--- src/rtl/memory_bus_arbiter.sv ---
// Three-way arbiter (PPU > DMA > CPU) that time-shares the memory-router request port.
// Define ARB_STARVE_GUARD_EN to let a starved CPU win after STARVE_LIMIT arbitration losses.
module memory_bus_arbiter #(
  parameter int ACCESS_CYCLES = 2,
  parameter int STARVE_LIMIT  = 8
) (
  input  logic        I_CLK,
  input  logic        I_SYNC_RESET,
  input  logic [15:0] I_CPU_ADDR,
  input  logic        I_CPU_WE_L,
  input  logic        I_CPU_RE_L,
  output logic        O_CPU_WAIT,
  input  logic [15:0] I_DMA_ADDR,
  input  logic        I_DMA_WE_L,
  input  logic        I_DMA_RE_L,
  output logic        O_DMA_WAIT,
  input  logic [15:0] I_PPU_ADDR,
  input  logic        I_PPU_RE_L,
  output logic        O_PPU_WAIT,
  output logic [15:0] O_MEM_ADDR,
  output logic        O_MEM_WE_L,
  output logic        O_MEM_RE_L,
  output logic [1:0]  O_GRANT
);

  typedef enum logic {IDLE, ACCESS} state_t;

  localparam logic [1:0] G_NONE = 2'd0;
  localparam logic [1:0] G_CPU  = 2'd1;
  localparam logic [1:0] G_DMA  = 2'd2;
  localparam logic [1:0] G_PPU  = 2'd3;
  localparam logic [3:0] CNT_LOAD = 4'(ACCESS_CYCLES - 1);

  if (ACCESS_CYCLES < 1 || ACCESS_CYCLES > 15) begin : g_bad_access
    $error("ACCESS_CYCLES out of range 1..15");
  end
  if (STARVE_LIMIT < 1 || STARVE_LIMIT > 15) begin : g_bad_starve
    $error("STARVE_LIMIT out of range 1..15");
  end

  state_t      state, state_next;
  logic [3:0]  cnt, cnt_next;
  logic [1:0]  grant_next;
  logic [15:0] addr_next;
  logic        we_l_next, re_l_next;

  logic cpu_req, dma_req, ppu_req;
  logic cand_cpu, cand_dma, cand_ppu;
  logic arb_now, final_cycle;
  logic [1:0]  winner;
  logic [15:0] win_addr;
  logic        win_write;

  assign cpu_req = ~I_CPU_WE_L | ~I_CPU_RE_L;
  assign dma_req = ~I_DMA_WE_L | ~I_DMA_RE_L;
  assign ppu_req = ~I_PPU_RE_L;

  assign final_cycle = (state == ACCESS) && (cnt == 4'd0);
  assign arb_now     = (state == IDLE) || final_cycle;

  // O_GRANT is G_NONE in IDLE, so this only excludes the owner finishing its access.
  assign cand_cpu = cpu_req && (O_GRANT != G_CPU);
  assign cand_dma = dma_req && (O_GRANT != G_DMA);
  assign cand_ppu = ppu_req && (O_GRANT != G_PPU);

`ifdef ARB_STARVE_GUARD_EN
  logic [3:0] starve, starve_next;
  logic       cpu_forced;
  assign cpu_forced = cand_cpu && (starve >= 4'(STARVE_LIMIT));
`endif

  always_comb begin
    winner = G_NONE;
    if (cand_ppu)      winner = G_PPU;
    else if (cand_dma) winner = G_DMA;
    else if (cand_cpu) winner = G_CPU;
`ifdef ARB_STARVE_GUARD_EN
    if (cpu_forced)    winner = G_CPU;
`endif
  end

  // A write wins over a read when a requester drives both strobes low.
  always_comb begin
    win_addr  = I_CPU_ADDR;
    win_write = ~I_CPU_WE_L;
    case (winner)
      G_DMA: begin
        win_addr  = I_DMA_ADDR;
        win_write = ~I_DMA_WE_L;
      end
      G_PPU: begin
        win_addr  = I_PPU_ADDR;
        win_write = 1'b0;
      end
      default: ;
    endcase
  end

  // NOTE: every next-state signal gets a hold default first so no path can infer a latch.
  always_comb begin
    state_next = state;
    cnt_next   = cnt;
    grant_next = O_GRANT;
    addr_next  = O_MEM_ADDR;
    we_l_next  = O_MEM_WE_L;
    re_l_next  = O_MEM_RE_L;
    if (state == ACCESS && cnt != 4'd0) cnt_next = cnt - 4'd1;
    if (arb_now) begin
      if (winner != G_NONE) begin
        state_next = ACCESS;
        cnt_next   = CNT_LOAD;
        grant_next = winner;
        addr_next  = win_addr;
        we_l_next  = ~win_write;
        re_l_next  = win_write;
      end else begin
        state_next = IDLE;
        cnt_next   = 4'd0;
        grant_next = G_NONE;
        we_l_next  = 1'b1;
        re_l_next  = 1'b1;
      end
    end
  end

`ifdef ARB_STARVE_GUARD_EN
  always_comb begin
    starve_next = starve;
    if (!cpu_req) begin
      starve_next = 4'd0;
    end else if (arb_now) begin
      if (winner == G_CPU)                   starve_next = 4'd0;
      else if (cand_cpu && starve != 4'd15)  starve_next = starve + 4'd1;
    end
  end
`endif

  // NOTE: state registers use non-blocking assignments so all of them update together at the edge.
  always_ff @(posedge I_CLK) begin
    if (I_SYNC_RESET) begin
      state      <= IDLE;
      cnt        <= 4'd0;
      O_GRANT    <= G_NONE;
      O_MEM_ADDR <= 16'h0000;
      O_MEM_WE_L <= 1'b1;
      O_MEM_RE_L <= 1'b1;
`ifdef ARB_STARVE_GUARD_EN
      starve     <= 4'd0;
`endif
    end else begin
      state      <= state_next;
      cnt        <= cnt_next;
      O_GRANT    <= grant_next;
      O_MEM_ADDR <= addr_next;
      O_MEM_WE_L <= we_l_next;
      O_MEM_RE_L <= re_l_next;
`ifdef ARB_STARVE_GUARD_EN
      starve     <= starve_next;
`endif
    end
  end

  // Wait drops only in the owner's final cycle; reset suppresses the completion indication.
  assign O_CPU_WAIT = cpu_req && !(!I_SYNC_RESET && final_cycle && O_GRANT == G_CPU);
  assign O_DMA_WAIT = dma_req && !(!I_SYNC_RESET && final_cycle && O_GRANT == G_DMA);
  assign O_PPU_WAIT = ppu_req && !(!I_SYNC_RESET && final_cycle && O_GRANT == G_PPU);

endmodule

--- config.mk ---
export PLATFORM = sky130hd
export DESIGN_NAME = memory_bus_arbiter
export DESIGN_NICKNAME = d
export VERILOG_FILES = /design/src/rtl/memory_bus_arbiter.sv
export SDC_FILE = /design/constraint.sdc
export NUM_CORES = 1
export LEC_CHECK = 0
export ABC_CLOCK_PERIOD_IN_PS = 3450
export CORE_UTILIZATION = 45
export CTS_BUF_LIST = sky130_fd_sc_hd__clkbuf_2 sky130_fd_sc_hd__clkbuf_4 sky130_fd_sc_hd__clkbuf_8
export CTS_CLUSTER_DIAMETER = 60
export CTS_CLUSTER_SIZE = 28
export DETAILED_ROUTE_END_ITERATION = 10
export HOLD_SLACK_MARGIN = 0.05
export PLACE_DENSITY = 0.88
export REMOVE_ABC_BUFFERS = 1
export SYNTH_ARGS = -nofsm -noshare
export SYNTH_HDL_FRONTEND = slang
export SYNTH_SLANG_ARGS = --single-unit
--- constraint.sdc ---
create_clock -name I_CLK -period 3.45 [get_ports I_CLK]
set_input_delay 0.5175 -clock I_CLK [delete_from_list [all_inputs] [get_ports I_CLK]]
set_output_delay 0.5175 -clock I_CLK [all_outputs]
set_load 0.03 [all_outputs]
==> summary.md, run 1 <==
| Metric | Value |
|---|---|
| Worst-Skew Late Latency | `0.32 ns` |
| Internal power | `0.885 mW` |
| Resized Gates After CTS | `0` |
| Crit end category | `output port` |
| Worst Hold Depth | `2` |
| Layout filler cell count | `248` |
| Grt ovf | `0` |
| Average wire per standard cell | `14.8 µm` |
| Pin count of the biggest net entering global routing | `20` |
| HP Class | `flip-flop to flip-flop` |
| Mapped Area | `1610 µm²` |
| Post-DP HPWL | `3230 µm` |
| Synth Area in Simple Gates | `0.297` |
| RSZ-0062 raised after global routing | `false` |
| Initial Util | `0.475` |
| Reg clk slew, reported paths | `0.14 ns` |
| Mux cell area share after synthesis | `0` |
| Worst slew margin | `0.308` |
| Register area | `500 µm²` |
| Clock Tree Buf Depth | `2` |
| Max Cap Viol | `0` |
| RR Endpoint | `O_MEM_ADDR[2]$_SDFFE_PP0P_` |
| Number of flops mapped to enable cells by yosys | `0` |
| Post-CTS setup buffer count | `0` |
| Met2 Usage GRT | `0.439` |
| Fraction of layout cells with a size suffix above 1 | `0.0885` |
| Main combinational cell family by area after synthesis | `simple AND/OR/NAND/NOR gates` |
| Via count | `1721` |
| CTS tree | `done` |
| Register area share after synthesis | `0.311` |
| Site row count | `21` |
| Commonest non-fill, non-tap cell in the layout | `clkdlybuf4s50_1` |
| CP Data Arrival Time | `2.41 ns` |
| Hold Violations, Final | `0` |
| Combinational share of power | `0.622` |
| Die X | `61.8 µm` |
| Detail Route Antenna Nets | `0` |
| Clock share of power | `0.086` |
| Worst Path Required | `2.93 ns` |
| H-tree depth | `1` |
| Diode count | `0` |
| Synth Instances | `190` |
| Fmax | `341 MHz` |
| Sequential Power Share | `0.292` |
| Drt drc | `0` |
| First-pass GRT wire length | `7080 µm` |
| Final Util | `0.707` |
| Reg2reg start | `cnt[0]$_SDFFE_PP0P_` |
| Ys flop type | `dfxtp_1` |
| Synth async-reset ratio | `0` |
| Root Buffer | `clkbuf_4` |
| Fin cells | `306` |
| Grt met3 use | `0.0311` |
| Cells on worst reg2reg path | `7` |
| Vias per cell | `5.62` |
| R2R setup slack | `1.33 ns` |
| Area added between synthesis and finish | `48.8%` |
| Critical Path Source | `cnt[0]$_SDFFE_PP0P_` |
| Dpl cells | `302` |
| Initial antenna violation count | `0` |
| Crit Path Category | `flip-flop to output port` |
| Die H | `61.8 µm` |
| I/O Pins | `78` |
| Setup TNS Final | `0 ns` |
| Switch share | `0.472` |
| Syn Area/Cell | `8.48 µm²` |
| Complex-gate fraction of the synthesized area | `0.281` |
| Seq cells post-synth | `25` |
| Routability Congestion | `0.788` |
| Type of origin of the critical path | `flip-flop` |
| LEAKAGE | `0.850 nW` |
| Final Setup Violations | `0` |
| Maximum fanout along the worst path | `4` |
| Final period util | `0.849` |
| Most frequent cells in the layout | `clkdlybuf4s50_1, dfxtp_1, nand2_1, and2_1, nor2b_1` |
| Routing usage on met1 | `0.302` |
| Fin crit period | `2.93 ns` |
| Hold_buf cts | `0` |
| Netlist cell types | `37` |
| Clk sinks | `25` |
| Synth Area in Adders | `0.0155` |
| YS warnings | `0` |
| Switching power total | `0.790 mW` |
| Cell Pwr Density | `699 nW/µm²` |
| Total CTS buffers | `3` |
| GRT Max-Usage Layer | `met2` |
| Clk_skew | `0.00726 ns` |
| Nets | `318` |
| Core Box Area | `3390 µm²` |
| Tot Pwr | `1.67 mW` |
| Worst Tran Pin Value | `1.04 ns` |
| WL final | `4540 µm` |
| VDD IR max | `517 µV` |
| DR pass1 iterations | `4` |
| Worst setup path end | `O_CPU_WAIT` |
| Vias in the first global route | `1650` |
| Fin. max-slew vios | `0` |
| DRT iter0 DRCs | `116` |
| Multi-input gate area | `975 µm²` |
| GRT Overall Usage | `0.247` |
| Die Area | `3820 µm²` |
| PortBufs | `77` |
| Synth Area in XOR/XNOR | `0.0109` |
| Status | `finished clean` |
[layout make-up]
class,count,share of cell area
multi-input cells,143,0.407
repair buffers,83,0.340
flip-flops and latches,25,0.209
well taps,46,0.0240
clock buffers,4,0.0125
inverters,5,0.00783
[cell families (layout without fill, tap and decap cells)]
family	after synthesis	in the layout
fa+ha+maj	2	2
xor+xnor	2	2
compound gates	54	54
buf+inv	22	92
simple gates	85	85
flops	25	25
[metrics by stage]
stage / setup slack (ns) / area [µm²] / hold slack (ns)
floorplan: 1.34 / 1490 / 0.454
global placement: 0.860 / 2370 / 0.460
detailed placement: 0.840 / 2370 / 0.463
CTS: 0.514 / 2400 / 0.489
global route: 0.379 / 2400 / 0.514
finish: 0.520 / 2400 / 0.486
[worst min-delay path by stage]
stage | from | to
after floorplan | cnt[0]$_SDFFE_PP0P_ | cnt[0]$_SDFFE_PP0P_
after global placement | O_MEM_RE_L$_SDFFE_PP1N_ | O_MEM_RE_L$_SDFFE_PP1N_
after detailed placement | O_MEM_RE_L$_SDFFE_PP1N_ | O_MEM_RE_L$_SDFFE_PP1N_
after CTS | O_MEM_ADDR[14]$_SDFFE_PP0P_ | O_MEM_ADDR[14]$_SDFFE_PP0P_
after global routing | O_MEM_ADDR[14]$_SDFFE_PP0P_ | O_MEM_ADDR[14]$_SDFFE_PP0P_
final | O_MEM_ADDR[14]$_SDFFE_PP0P_ | O_MEM_ADDR[14]$_SDFFE_PP0P_
[flip-flops by register name (all words and copies together), names as in the netlist]
signal      cells
O_MEM_RE_L      1
cnt             4
O_GRANT         2
O_MEM_WE_L      1
O_MEM_ADDR     16
state           1
[Yosys cell counts, types with 4 or more instances]
| master | n | area (µm²) |
|---|---|---|
| dfxtp_1 | 25 | 500 |
| nand2_1 | 20 | 75.1 |
| and2_1 | 17 | 106 |
| nor2b_1 | 16 | 100 |
| nand4_1 | 15 | 93.8 |
| a31oi_1 | 14 | 87.6 |
| clkbuf_1 | 7 | 26.3 |
| o221ai_1 | 7 | 61.3 |
| o221ai_2 | 7 | 105 |
| a21oi_1 | 5 | 25.0 |
| inv_1 | 5 | 18.8 |
| nor2_1 | 5 | 18.8 |
| o21ai_0 | 5 | 25.0 |
| nand3_1 | 4 | 20.0 |
[layer usage]
layer | up-vias | share of wire
met2 | 69 | 0.49
met5 | - | 0
met1 | 793 | 0.43
li1 | 853 | -
met4 | 0 | 0.012
met3 | 6 | 0.066
[power groups by stage]
stage	sequential, mW	combinational (mW)	clock [mW]
6_report	0.490	1.04	0.144
5_1_grt	0.504	1.12	0.160
4_1_cts	0.487	1.04	0.144
3_5_place_dp	0.493	1.04	0
3_3_place_gp	0.490	1.03	0
2_1_floorplan	0.661	0.464	0
[worst max-delay path, cell delays in order, from the launching register on]
cell and delay, ns:
dfxtp_1 0.35, inv_1 0.08, ha_1 0.13, or3b_4 0.40, nor3b_1 0.36, a32oi_1 0.16, clkdlybuf4s50_1 0.62
Power figures use the tool's default switching activity.
==> run 2, diff against run 1 <==
- ABC_CLOCK_PERIOD_IN_PS: 3450 -> 2760
- CORE_UTILIZATION: 45 -> 42
- PLACE_DENSITY: 0.88 -> 0.83
- clock period: 3.45 -> 2.76 ns (I/O delays scaled with it)
==> summary.md, run 2 (synthesis results as in run 1) <==
| Metric | Value |
|---|---|
| Final period util | `0.849` |
| Die X | `63.9 µm (+3.4%)` |
| CTS tree | `done` |
| Fin. max-slew vios | `0 (unchanged)` |
| Routability Congestion | `0.804 (+2.1%)` |
| Vias per cell | `5.56 (-1.1%)` |
| Initial antenna violation count | `0 (unchanged)` |
| Post-CTS setup buffer count | `0 (unchanged)` |
| Slowest cell delay on critical path | `0.40 ns (-0.22 ns)` |
| Final Setup Violations | `0 (unchanged)` |
| Multi-input gate area | `975 µm² (unchanged)` |
| Drt drc | `0 (unchanged)` |
| Crit path cell chain | `inv_1, ha_1, or3b_4, nor3b_1, a32oi_1, buf_4` |
| Root Buffer | `clkbuf_8` |
| Fin cells | `307 (+0.33%)` |
| Grt ovf | `0 (unchanged)` |
| Site row count | `22 (+4.8%)` |
| Hold Violations, Final | `0 (unchanged)` |
| Nets | `317 (-0.31%)` |
| Via count | `1708 (-0.76%)` |
| VDD IR max | `738 µV (+43%)` |
| Max reg flops | `16 (unchanged)` |
| Total CTS buffers | `3 (unchanged)` |
| PortBufs | `77 (unchanged)` |
| DRT iter0 DRCs | `63 (-46%)` |
| Crit end category | `output port` |
| H-tree depth | `1 (unchanged)` |
| CP Data Arrival Time | `1.93 ns (-0.48 ns)` |
| Setup TNS Final | `0 ns (unchanged)` |
| GRT Overall Usage | `0.221 (-0.0266)` |
| Maximum fanout along the worst path | `4 (unchanged)` |
| LEAKAGE | `0.853 nW (+0.43%)` |
| Worst-Skew Late Latency | `0.26 ns (-0.06 ns)` |
| Die Area | `4090 µm² (+6.9%)` |
| Die H | `63.9 µm (+3.4%)` |
| Worst Path Required | `2.35 ns (-0.58 ns)` |
| Diode count | `0 (unchanged)` |
| Initial Util | `0.440 (-0.0353)` |
| Sum of buffers and inverters on the critical path | `2 (unchanged)` |
| Core Box Area | `3660 µm² (+8.0%)` |
| Commonest non-fill, non-tap cell in the layout | `clkdlybuf4s50_1` |
| Hold_buf cts | `0 (unchanged)` |
| First-pass GRT wire length | `7280 µm (+2.8%)` |
| Worst Tran Pin Value | `1.12 ns (+0.0849 ns)` |
| Detail Route Antenna Nets | `0 (unchanged)` |
| Fraction of layout cells with a size suffix above 1 | `0.0965 (+0.00806)` |
| Worst slew margin | `0.252 (-0.0566)` |
| Cell Pwr Density | `873 nW/µm² (+25%)` |
| Area added between synthesis and finish | `49.0%` |
| DR pass1 iterations | `4 (unchanged)` |
| Vias in the first global route | `1537 (-6.8%)` |
| Fin crit period | `2.34 ns` |
| RSZ-0062 raised after global routing | `false` |
| Layout filler cell count | `316 (+27%)` |
| Clk sinks | `25 (unchanged)` |
| Register area | `500 µm² (unchanged)` |
| Type of origin of the critical path | `flip-flop` |
| Crit Path Category | `flip-flop to output port` |
| Largest registers | `O_MEM_ADDR: 16 flops, cnt: 4 flops, O_GRANT: 2 flops` |
| Post-DP HPWL | `3130 µm (-2.9%)` |
| Max Cap Viol | `0 (unchanged)` |
| Pin count of the biggest net entering global routing | `20 (unchanged)` |
| WL final | `4410 µm (-3.0%)` |
| Average wire per standard cell | `14.4 µm (-3.3%)` |
| Clock Tree Buf Depth | `2 (unchanged)` |
| Dpl cells | `303 (+0.33%)` |
| CP delay by family, top | `simple AND/OR/NAND/NOR gates` |
| Most frequent cells in the layout | `clkdlybuf4s50_1, dfxtp_1, nand2_1, and2_1, nor2b_1` |
| Status | `finished clean` |
| Slowest CP cell | `or3b_4` |
| Largest register by flop count | `O_MEM_ADDR` |
| Reg clk slew, reported paths | `0.08 ns (-0.06 ns)` |
| Fmax | `427 MHz` |
| Resized Gates After CTS | `0 (unchanged)` |
| I/O Pins | `78 (unchanged)` |
| Clk_skew | `0.00303 ns (-0.00423 ns)` |
| HP Class | `flip-flop to flip-flop` |
run 2: path summary, 6_finish.rpt:
kind	depth (start not counted)	from	to	slack (ns)
min	1	O_MEM_RE_L$_SDFFE_PP1N_	O_MEM_RE_L$_SDFFE_PP1N_	0.48
max reg2reg	6	cnt[0]$_SDFFE_PP0P_	O_MEM_ADDR[1]$_SDFFE_PP0P_	0.54
max	6	cnt[0]$_SDFFE_PP0P_	O_CPU_WAIT	0.42
min reg2reg	1	O_MEM_RE_L$_SDFFE_PP1N_	O_MEM_RE_L$_SDFFE_PP1N_	0.48
run 2: power by group:
| part | internal [mW] | switching (mW) | total, mW |
|---|---|---|---|
| Combinational | 0.523 | 0.746 | 1.27 |
| Sequential | 0.502 | 0.112 | 0.615 |
| Clock | 0.101 | 0.111 | 0.212 |
run 2: layout make-up:
type	instances	area share
clock buffer	3	0.0172
clock inverter	1	0.00208
inverter	5	0.00782
multi-input combinational	143	0.406
sequential	25	0.208
tap	48	0.0250
timing repair buffer	82	0.334
run 2: metal layers:
metal,part of all wire,vias to the layer above,global-route usage
li1,-,850,-
met1,0.45,791,0.303
met2,0.48,63,0.358
met3,0.064,4,0.0321
met4,0.011,0,0.0597
met5,0,-,0
run 2: through the flow:
step / area (µm²) / power (mW) / worst slack, ns / util / hold slack [ns]
after detailed placement: 2350 / 1.89 / 0.283 / 0.643 / 0.462
after CTS: 2400 / 2.10 / 0.416 / 0.656 / 0.483
after global placement: 2350 / 1.88 / 0.396 / 0.643 / 0.455
final: 2400 / 2.10 / 0.418 / 0.656 / 0.477
after floorplan: 1490 / 1.41 / 0.647 / - / 0.454
after global routing: 2400 / 2.23 / 0.309 / 0.656 / 0.501
run 2: worst reg2reg max path: cells and delay by family (launching register included):
family | cells | cell delay, ns
compound gates | 2 | 0.90
fa+ha+maj | 1 | 0.14
simple gates | 2 | 0.61
flops | 1 | 0.34
buf+inv | 1 | 0.08
==> run 3, diff against run 2 <==
- ABC_CLOCK_PERIOD_IN_PS: 2760 -> 2400
- clock period: 2.76 -> 2.4 ns (I/O delays scaled with it)
==> summary.md, run 3 (synthesis results as in run 1) <==
| Metric | Value |
|---|---|
| Status | `finished clean` |
| DRT iter0 DRCs | `55 (-13%)` |
| Crit end category | `output port` |
| GRT Overall Usage | `0.235 (+0.0142)` |
| Hold worst-path end | `O_MEM_ADDR[14]$_SDFFE_PP0P_` |
| Clock Tree Buf Depth | `2 (unchanged)` |
| Final Setup Violations | `0 (unchanged)` |
| Crit path cell chain | `inv_1, ha_1, or3b_4, nor3b_2, a32oi_1, buf_4` |
| Detail Route Antenna Nets | `0 (unchanged)` |
| First-pass GRT wire length | `7690 µm (+5.7%)` |
| H-tree depth | `1 (unchanged)` |
| Die H | `63.9 µm (unchanged)` |
| Initial Util | `0.440 (unchanged)` |
| Diode count | `0 (unchanged)` |
| Post-CTS setup buffer count | `0 (unchanged)` |
| Total CTS buffers | `3 (unchanged)` |
| Nets | `322 (+1.6%)` |
| Hold_buf cts | `0 (unchanged)` |
| Worst slew margin | `0.334 (+0.0827)` |
| Max reg flops | `16 (unchanged)` |
| Vias in the first global route | `1618 (+5.3%)` |
| HP Class | `flip-flop to flip-flop` |
| Clk sinks | `25 (unchanged)` |
| Hold Violations, Final | `0 (unchanged)` |
| CP delay by family, top | `simple AND/OR/NAND/NOR gates` |
| Area added between synthesis and finish | `51.6%` |
| Worst Tran Pin Value | `0.999 ns (-0.124 ns)` |
| WL final | `4740 µm (+7.6%)` |
| Drt drc | `0 (unchanged)` |
| Routability Congestion | `0.836 (+4.0%)` |
| Cells on worst reg2reg path | `6 (unchanged)` |
| Sum of buffers and inverters on the critical path | `2 (unchanged)` |
| Reg clk slew, reported paths | `0.09 ns (about the same)` |
| Largest register by flop count | `O_MEM_ADDR` |
| Max Cap Viol | `0 (unchanged)` |
| Initial antenna violation count | `0 (unchanged)` |
| Grt ovf | `0 (unchanged)` |
| Fraction of layout cells with a size suffix above 1 | `0.117 (+0.0209)` |
| CTS tree | `done` |
| Fmax | `460 MHz` |
| Most frequent cells in the layout | `clkdlybuf4s50_1, dfxtp_1, nand2_1, and2_1, nor2b_1` |
| Clk_skew | `0.00239 ns (-0.000641 ns)` |
| VDD IR max | `585 µV (-21%)` |
| HP Start | `O_MEM_ADDR[14]$_SDFFE_PP0P_` |
| Reg2reg start | `cnt[0]$_SDFFE_PP0P_` |
| Fin cells | `312 (+1.6%)` |
| DR pass1 iterations | `4 (unchanged)` |
| Core Box Area | `3660 µm² (unchanged)` |
| Worst Hold Depth | `2 (+1)` |
| Pin count of the biggest net entering global routing | `19 (-5.0%)` |
| Final instance area | `2440 µm² (+1.8%)` |
| Worst Path Required | `2.04 ns (-0.31 ns)` |
| RSZ-0062 raised after global routing | `false` |
| Die Area | `4090 µm² (unchanged)` |
| Slowest cell delay on critical path | `0.41 ns (about the same)` |
| Largest registers | `O_MEM_ADDR: 16 flops, cnt: 4 flops, O_GRANT: 2 flops` |
| Worst-Skew Late Latency | `0.26 ns (about the same)` |
| Via count | `1759 (+3.0%)` |
| Cell Pwr Density | `1020 nW/µm² (+17%)` |
| Die X | `63.9 µm (unchanged)` |
| Maximum fanout along the worst path | `4 (unchanged)` |
| Crit Path Category | `flip-flop to output port` |
| Dpl cells | `308 (+1.7%)` |
| Type of origin of the critical path | `flip-flop` |
| PortBufs | `77 (unchanged)` |
| R2R setup slack | `0.31 ns (-0.23 ns)` |
| Fin crit period | `2.18 ns` |
| Average wire per standard cell | `15.2 µm (+5.9%)` |
| Fin. max-slew vios | `0 (unchanged)` |
| Setup TNS Final | `0 ns (unchanged)` |
| Layout filler cell count | `323 (+2.2%)` |
| Area post-placement | `2390 µm² (+1.6%)` |
| Vias per cell | `5.64 (+1.3%)` |
| Root Buffer | `clkbuf_8` |
| Final period util | `0.906` |
| CP Data Arrival Time | `1.82 ns (-0.11 ns)` |
| Site row count | `22 (unchanged)` |
| LEAKAGE | `0.878 nW (+2.9%)` |
| I/O Pins | `78 (unchanged)` |
| Post-DP HPWL | `3440 µm (+9.9%)` |
| RR Endpoint | `O_MEM_ADDR[4]$_SDFFE_PP0P_` |
| Slowest CP cell | `or3b_4` |
| Hold slack | `0.499 ns (+0.0218 ns)` |
| Commonest non-fill, non-tap cell in the layout | `clkdlybuf4s50_1` |
[run 3: changes by cell type in the layout (fill, tap and decap cells not counted)]
cell | previous run | this run
buf_4 | 8 | 13
nor3b_2 | 0 | 1
nor3b_1 | 1 | 0
[run 3: per-stage QoR]
| stage | utilization | setup WS [ns] | power (mW) |
|---|---|---|---|
| 6_report | 0.667 | 0.225 | 2.49 |
| 5_1_grt | 0.667 | 0.116 | 2.65 |
| 4_1_cts | 0.666 | 0.0972 | 2.48 |
| 3_5_place_dp | 0.653 | 0.0969 | 2.24 |
| 3_3_place_gp | 0.653 | 0.169 | 2.20 |
| 2_1_floorplan | - | 0.287 | 1.62 |
[run 3: power breakdown]
part	total (mW)	switching (mW)	internal [mW]
logic	1.52	0.886	0.638
clock network	0.250	0.134	0.116
registers	0.712	0.134	0.578
total	2.49	1.15	1.33
[run 3: how the worst max path moves through the flow]
stage,from,end,depth (start not counted)
2_1_floorplan,O_GRANT[1]$_SDFFE_PP0N_,O_MEM_ADDR[0]$_SDFFE_PP0P_,4
3_3_place_gp,I_PPU_RE_L,O_MEM_ADDR[14]$_SDFFE_PP0P_,5
3_5_place_dp,I_DMA_WE_L,O_MEM_ADDR[4]$_SDFFE_PP0P_,5
4_1_cts,cnt[0]$_SDFFE_PP0P_,O_CPU_WAIT,6
5_1_grt,cnt[0]$_SDFFE_PP0P_,O_CPU_WAIT,6
6_report,cnt[0]$_SDFFE_PP0P_,O_CPU_WAIT,6
[run 3: worst min-delay path: stages (launching register included)]
cell and delay, ns:
dfxtp_1 0.32, nand2_1 0.06, o32ai_1 0.07
[run 3: metal layers]
metal / vias to the layer above / part of all wire / GRT usage / wire, µm
li1: 857 / - / - / -
met1: 814 / 0.44 / 0.328 / 2100
met2: 80 / 0.47 / 0.370 / 2210
met3: 8 / 0.072 / 0.0286 / 342
met4: 0 / 0.018 / 0.0795 / 87
met5: - / 0 / 0 / 0
[run 3: repair_timing]
action	CTS	global route
endpoints found under the hold margin	0	0
setup endpoints to repair	0	3
gates resized for setup	0	1
[run 3: final cells by class]
class / count / area [µm²] / area share
well taps: 48 / 60.1 / 0.0246
inverters: 5 / 18.8 / 0.00768
flip-flops and latches: 25 / 500 / 0.205
clock buffers: 3 / 41.3 / 0.0169
clock inverters: 1 / 5.00 / 0.00205
repair buffers: 87 / 838 / 0.343
multi-input cells: 143 / 980 / 0.401
